===== src/rtl/regfile_scoreboard.sv =====
// regfile_scoreboard: 2^AW x W register file with two asynchronous read
// ports, one enabled write port, a PC register at index DEPTH-1 reloaded
// from R15 every cycle, and a per-register pending-write scoreboard that
// lets a multi-cycle datapath stall reads of registers still in flight.
//
// Optional feature: define REGFILE_BYPASS_EN to forward WD3 straight to a
// read port (and force its rdy high) whenever that port reads the register
// being written in the same cycle.
module regfile_scoreboard #(
   parameter int W  = 32,
   parameter int AW = 4
) (
   input  logic          clock,
   input  logic          rst,
   input  logic [AW-1:0] A1,
   input  logic [AW-1:0] A2,
   input  logic [AW-1:0] A3,
   input  logic [W-1:0]  WD3,
   input  logic          enable,
   input  logic [W-1:0]  R15,
   input  logic          rsv_en,
   input  logic [AW-1:0] rsv_addr,
   output logic [W-1:0]  RD1,
   output logic [W-1:0]  RD2,
   output logic          rdy1,
   output logic          rdy2,
   output logic [AW:0]   pend_cnt
);

   localparam int            DEPTH   = 1 << AW;
   localparam logic [AW-1:0] PC_ADDR = AW'(DEPTH - 1);

   logic [W-1:0]     regs_q [DEPTH];
   logic [W-1:0]     regs_d [DEPTH];
   logic [DEPTH-1:0] pending_q;
   logic [DEPTH-1:0] pending_d;
   logic [AW:0]      pend_cnt_q;
   logic [AW:0]      pend_cnt_d;

   // Next register contents: PC follows R15, an explicit write overrides it.
   always_comb begin
      regs_d = regs_q;
      regs_d[DEPTH-1] = R15;
      if (enable) begin
         regs_d[A3] = WD3;
      end
   end

   // Next scoreboard: a write retires its producer, a reserve issued in the
   // same cycle to the same register is a new producer and so wins. The PC
   // is rewritten every cycle and therefore can never be pending.
   always_comb begin
      pending_d = pending_q;
      if (enable) begin
         pending_d[A3] = 1'b0;
      end
      if (rsv_en && (rsv_addr != PC_ADDR)) begin
         pending_d[rsv_addr] = 1'b1;
      end
      pend_cnt_d = '0;
      for (int i = 0; i < DEPTH; i++) begin
         pend_cnt_d = pend_cnt_d + (AW+1)'(pending_d[i]);
      end
   end

   // State registers; reset discards any write or reserve of the same cycle.
   always_ff @(posedge clock) begin
      if (rst) begin
         for (int i = 0; i < DEPTH; i++) begin
            regs_q[i] <= '0;
         end
         pending_q  <= '0;
         pend_cnt_q <= '0;
      end else begin
         regs_q     <= regs_d;
         pending_q  <= pending_d;
         pend_cnt_q <= pend_cnt_d;
      end
   end

   // Combinational read ports and ready flags, with optional write-through.
   always_comb begin
      RD1  = regs_q[A1];
      RD2  = regs_q[A2];
      rdy1 = ~pending_q[A1];
      rdy2 = ~pending_q[A2];
`ifdef REGFILE_BYPASS_EN
      if (enable && (A1 == A3)) begin
         RD1  = WD3;
         rdy1 = 1'b1;
      end
      if (enable && (A2 == A3)) begin
         RD2  = WD3;
         rdy2 = 1'b1;
      end
`endif
   end

   assign pend_cnt = pend_cnt_q;

endmodule


===== config.mk =====
export PLATFORM = sky130hd
export DESIGN_NAME = regfile_scoreboard
export DESIGN_NICKNAME = d
export VERILOG_FILES = /design/src/rtl/regfile_scoreboard.sv
export SDC_FILE = /design/constraint.sdc
export NUM_CORES = 1
export LEC_CHECK = 0
export ABC_AREA = 1
export CAP_MARGIN = 30
export CORE_AREA = 2 2 228 230
export DETAILED_ROUTE_END_ITERATION = 12
export DIE_AREA = 0 0 230 232
export PLACE_DENSITY = 0.77
export SKIP_CTS_REPAIR_TIMING = 1
export SLEW_MARGIN = 20
export SYNTH_ARGS = -nofsm -noshare
export SYNTH_HDL_FRONTEND = slang
export SYNTH_SLANG_ARGS = --single-unit

===== constraint.sdc =====
create_clock -name clock -period 9.9 [get_ports clock]
set_input_delay 1.98 -clock clock [delete_from_list [all_inputs] [get_ports clock]]
set_output_delay 1.98 -clock clock [all_outputs]
set_load 0.005 [all_outputs]

# --- Word-level counts from Yosys, hierarchy flattened ---
# Index checks and enable logic that the tools add are counted.
totals:
  out_inout_bits: 71
  elab_cells: 76
  regBits: 533
op_classes:
  n_mux: 20
  n_eq_ne: 1
  reduce_logical: 4
  magnitude_cmp: 10
  bitwise_logic: 8
  n_addsub: 15
ops:
  columns: ["op", "count"]
  rows:
  - ["$bwmux W512", 1]
  - ["$bmux W32 S4", 2]
  - ["$mux W32", 6]
  - ["$demux W32 S4", 1]
  - ["$add A5 B1 Y5", 11]
  - ["$mux W16", 2]
  - ["$lt A4 B5 Y1 const B", 4]
  - ["$and A16 B16 Y16", 1]
  - ["$not A16 Y16", 1]
  - ["$or A16 B16 Y16", 1]
  - ["$ge A5 B5 Y1 const B", 3]
  - ["$not A4 Y5", 3]
  - ["$bmux W1 S4", 2]
  - ["$demux W1 S4", 2]
  - ["$ge A4 B1 Y1 const B", 2]
  - ["$add A4 B1 Y5", 1]
  - ["$lt A5 B1 Y1 const B", 1]
  - ["$add A3 B1 Y4", 1]
  - ["$logic_and A1 B1 Y1", 4]
  - ["$mux W1", 4]
  - ["$ne A4 B4 Y1 const B", 1]
  - ["$add A2 B1 Y3", 1]
  - ["$add A1 B1 Y2", 1]
  - ["$not A1 Y1", 2]

# --- Logic depth before layout (Yosys ltp) ---
logic_depth:
  ltp_word: 24
  ltp_mapped: 19

# --- Least setup slack after synthesis ---
# OpenSTA, ideal clock, no wires.
synth_path:
  kind: "in2reg"
  from: "input port enable"
  to: "register pend_cnt_q[2] (netlist: pend_cnt[2])"
  setup_time_ns: 0.121
  setup_slack_ns: 4.215
  path_buffers: 2
  arrival_time_ns: 5.564
  stages: 18
  cell_sequence: "buf_6 nand2_4 nor2_4 nand2_1 buf_2 nand2_1 and2_1 fa_1 inv_1 fa_1 fa_1 inv_1 fa_1 inv_1 ha_1 fa_1 o21ai_0 a21oi_1"
synth_via:
  elab_chain_cells: 18
synth_rtl:
  columns: ["item", "line", "rtl"]
  rows:
  - ["start: declaration", "19", "input logic enable,"]
  - ["$mux W16 *", "54", "if (enable) begin"]
  - ["$or A16 B16 Y16 (no line)", null, null]
  - ["$mux W16 *", "57", "if (rsv_en && (rsv_addr != PC_ADDR)) begin"]
  - ["$add A1 B1 Y2", "62", "pend_cnt_d = pend_cnt_d + (AW+1)'(pending_d[i]);"]
  - ["$add A2 B1 Y3", "62", null]
  - ["$add A3 B1 Y4", "62", null]
  - ["$add A4 B1 Y5", "62", null]
  - ["$add A5 B1 Y5 (10 in a row)", "62", null]
  - ["$add A5 B1 Y5 *", "62", null]
  - ["end signal: assignment", "77", "pend_cnt_q <= pend_cnt_d;"]
  - ["end: declaration", "37", "logic [AW:0] pend_cnt_q;"]
# Every way passes the cells marked *; elsewhere a longest branch is shown, timed or not.
# A chain may end at the register's enable or synchronous reset.

# --- Worst setup path after layout ---
# Ends and elaborated chain as after synthesis.

==> run summary <==
Worst skew pair latency = 0.63 ns
F_max = 134 MHz
Clock buffer depth = 3
Crit Path Max Fanout = 33
Via count = 30917
Initial cell density of the core = 57.6%
Clk pwr share = 41.2%
Internal power = 3.71 mW
Worst path buffer plus inverter count = 6
Post-Syn Instances = 4721
Final Critical Period = 7.44 ns
First-pass detailed-route iteration total = 8
GRT Overall Usage = 37.1%
Worst Max-Slew Pin Slew = 1.00 ns
Critical path data required time = 10.42 ns
GR Overflow Total = 0
Register share of total power = 42.8%
#FFs+latches synth = 533
Average wire per standard cell = 19.3 um
Worst Setup SP = enable
Peak supply drop = 0.000145 V
Area growth, synth to finish = 10.2%
Placed inst area = 30400 sq um
First-pass GRT wire length = 157000 um
RSZ-0062 raised after global routing = no
Die X = 230 um
Worst slew margin = 33.3%
RR Endpoint = pend_cnt[2]
HP Start = regs_q[307]
Placed instance count = 5173
FF-to-FF setup slack = 6.10 ns
Hold Vio Cnt, Final = 0
Core box area = 50900 sq um
Comb power frac = 16.0%
Final WS setup = 2.46 ns
Finished Layout Cells = 5278
CTS Buf Count = 58
Lkg Pwr = 14.3 nW
Post-route ant nets = 0
CTS tree = done
Arrival time worst endpoint = 7.96 ns
Sum Neg Setup Slack = 0 ns
Setup WS pre-CTS = 1.92 ns
Delay-heaviest family, CP = adder cells
Synth cell types = 25
Clk sinks = 533
Final instance area = 32300 sq um
Setup violations, final = 0
Crit Path Class = primary input to flip-flop
Std cell rows = 83
Syn avg cell area = 6.21 sq um
DIE AREA = 53400 sq um
Final WL = 102000 um
Crit. End Element = flip-flop
Switching part of the total = 28.3%
Number of global-route vias before repair = 27671
Vias/cell = 5.86
Initial antenna violation count = 4
Clock root buffer = clkbuf_16
Fillers = 4761
Max Cap Viol = 0
DP HPWL = 52900 um
P per Cell Area = 160 nW/um^2
# port buffers = 154
Initial detailed-routing violation count = 4191
Gpl congestion = 0.914
Final Net Count = 4655
Slew Viols, Final = 0
Period utilization = 75.1%
Crit-path most repeated cell = fa_1
DR DRC count = 0
Worst r2r path cells = 13
Sequential area share after synthesis = 36.4%
Worst-path clk slew = 0.06 ns
Crit path largest cell delay = 1.03 ns
CP max stage cell = clkdlybuf4s50_1
Post-Syn Area = 29300 sq um
Hold Crit Endpoint = regs_q[307]
Cell Chain, Critical Path = clkdlybuf4s50_1, nand2_4, nor2_4, inv_1, nor2_4, inv_2, nand2_1, fa_1, inv_1, fa_1, fa_1, inv_1, fa_1, inv_1, ha_1, fa_1, o21ai_0, a21oi_1
Type of origin of the critical path = primary input
Worst hold stages = 2
Worst R2R Start = pending_q[11]
Die Y = 232 um
CTS HTree Levels = 2
Post-Syn Nets = 4820
Clk_skew = 0.00946 ns
Largest net degree at the start of global routing = 236
I/O pins = 155
Share of cells above drive strength 1 = 3.59%
Outcome = finished clean
Synth warnings = 0
P_sw = 1.46 mW
Worst min path class = flip-flop to flip-flop
[how the worst max path moves through the flow]
stage	slack, ns	endpoint	cells past startpoint
after global placement	1.98	pend_cnt[2]	18
after global routing	2.16	pend_cnt[2]	18
after detailed placement	1.92	pend_cnt[2]	18
final	2.46	pend_cnt[2]	18
after CTS	2.51	pend_cnt[2]	18
after floorplan	4.22	pend_cnt[2]	18
[cells in the final DEF, fill, tap and decap left out, types with 2 or more instances in the layout]
master              n
inv_2               4
diode_2             3
clkdlybuf4s50_1   146
buf_6               2
o21ai_0           475
nor2_4              4
buf_16              3
inv_1             537
inv_8               3
nand2_1          1156
o21ai_1            38
a21boi_0            2
clkbuf_16          59
buf_8               2
buf_12              5
nand3_4             8
dfxtp_1           533
fa_1               10
ha_1                5
clkinv_2           10
inv_4               2
clkbuf_8           17
a21oi_1           495
buf_4              34
clkbuf_1           13
nor2_1             82
nand3_1           933
nand2_2             7
buf_2               2
[registers in the layout, indices dropped and copies added (netlist names)]
signal     count
regs_q       512
pending_q     16
pend_cnt       5
[per-layer routing]
layer | global-route usage [%] | part of all wire (%) | vias up
met5 | 0 | 0.025 | -
li1 | - | - | 14930
met2 | 57.1 | 43 | 1773
met4 | 17.8 | 4.4 | 4
met3 | 7.72 | 11 | 346
met1 | 49.6 | 41 | 13864
[cell type report]
class	count	area, sq um	share of cell area [%]
antenna	3	7.51	0.0232
clock buffer	89	1760	5.44
clock inverter	10	78.8	0.244
inverter	548	2090	6.46
multi-input combinational	3221	14900	46.1
sequential	533	10700	33.0
tap	680	851	2.63
timing repair buffer	194	1960	6.07
[metrics by stage]
stage | util [%] | hold WS (ns) | power, mW
floorplan | - | 0.449 | 2.77
global placement | 59.7 | 0.463 | 3.04
detailed placement | 59.8 | 0.466 | 3.06
CTS | 63.4 | 0.475 | 5.15
global route | 63.5 | 0.489 | 5.35
finish | 63.5 | 0.473 | 5.17
[kinds of logic (layout without fill, tap and decap cells)]
group / Yosys count / in the layout / share of synthesized area [%]
buffers and inverters: 967 / 841 / 13.2
and+or+nand+nor: 2194 / 2194 / 32.2
DFF: 533 / 533 / 36.4
AOI/OAI and AO/OA: 1012 / 1012 / 17.3
other: 0 / 3 / 0
adders and majority gates: 15 / 15 / 0.896
[worst min-delay path: stages, from the launching register on]
cell	delay, ns
dfxtp_1	0.29
inv_1	0.07
a21oi_1	0.06
[power groups by stage]
stage | Sequential, mW | Clock, mW | Combinational [mW]
finish | 2.21 | 2.13 | 0.825
global route | 2.22 | 2.23 | 0.898
CTS | 2.21 | 2.14 | 0.800
detailed placement | 2.26 | 0 | 0.795
global placement | 2.26 | 0 | 0.785
floorplan | 2.26 | 0 | 0.511
[synth_stat cells, drive strengths merged]
cell    instances  area share [%]
nand2        1164              15
nand3         941              16
inv           546             7.0
dfxtp         533              36
o21ai         513             8.8
a21oi         495             8.4
clkbuf        232             3.0
buf           187             3.2
nor2           86             1.2
fa             10            0.68
ha              5            0.21
a21boi          2           0.051
clkinv          2           0.026
a22oi           1           0.026
and2            1           0.021
nand4           1           0.021
nor3            1           0.017
o21a            1           0.026
(Power assumes the default switching activity.)
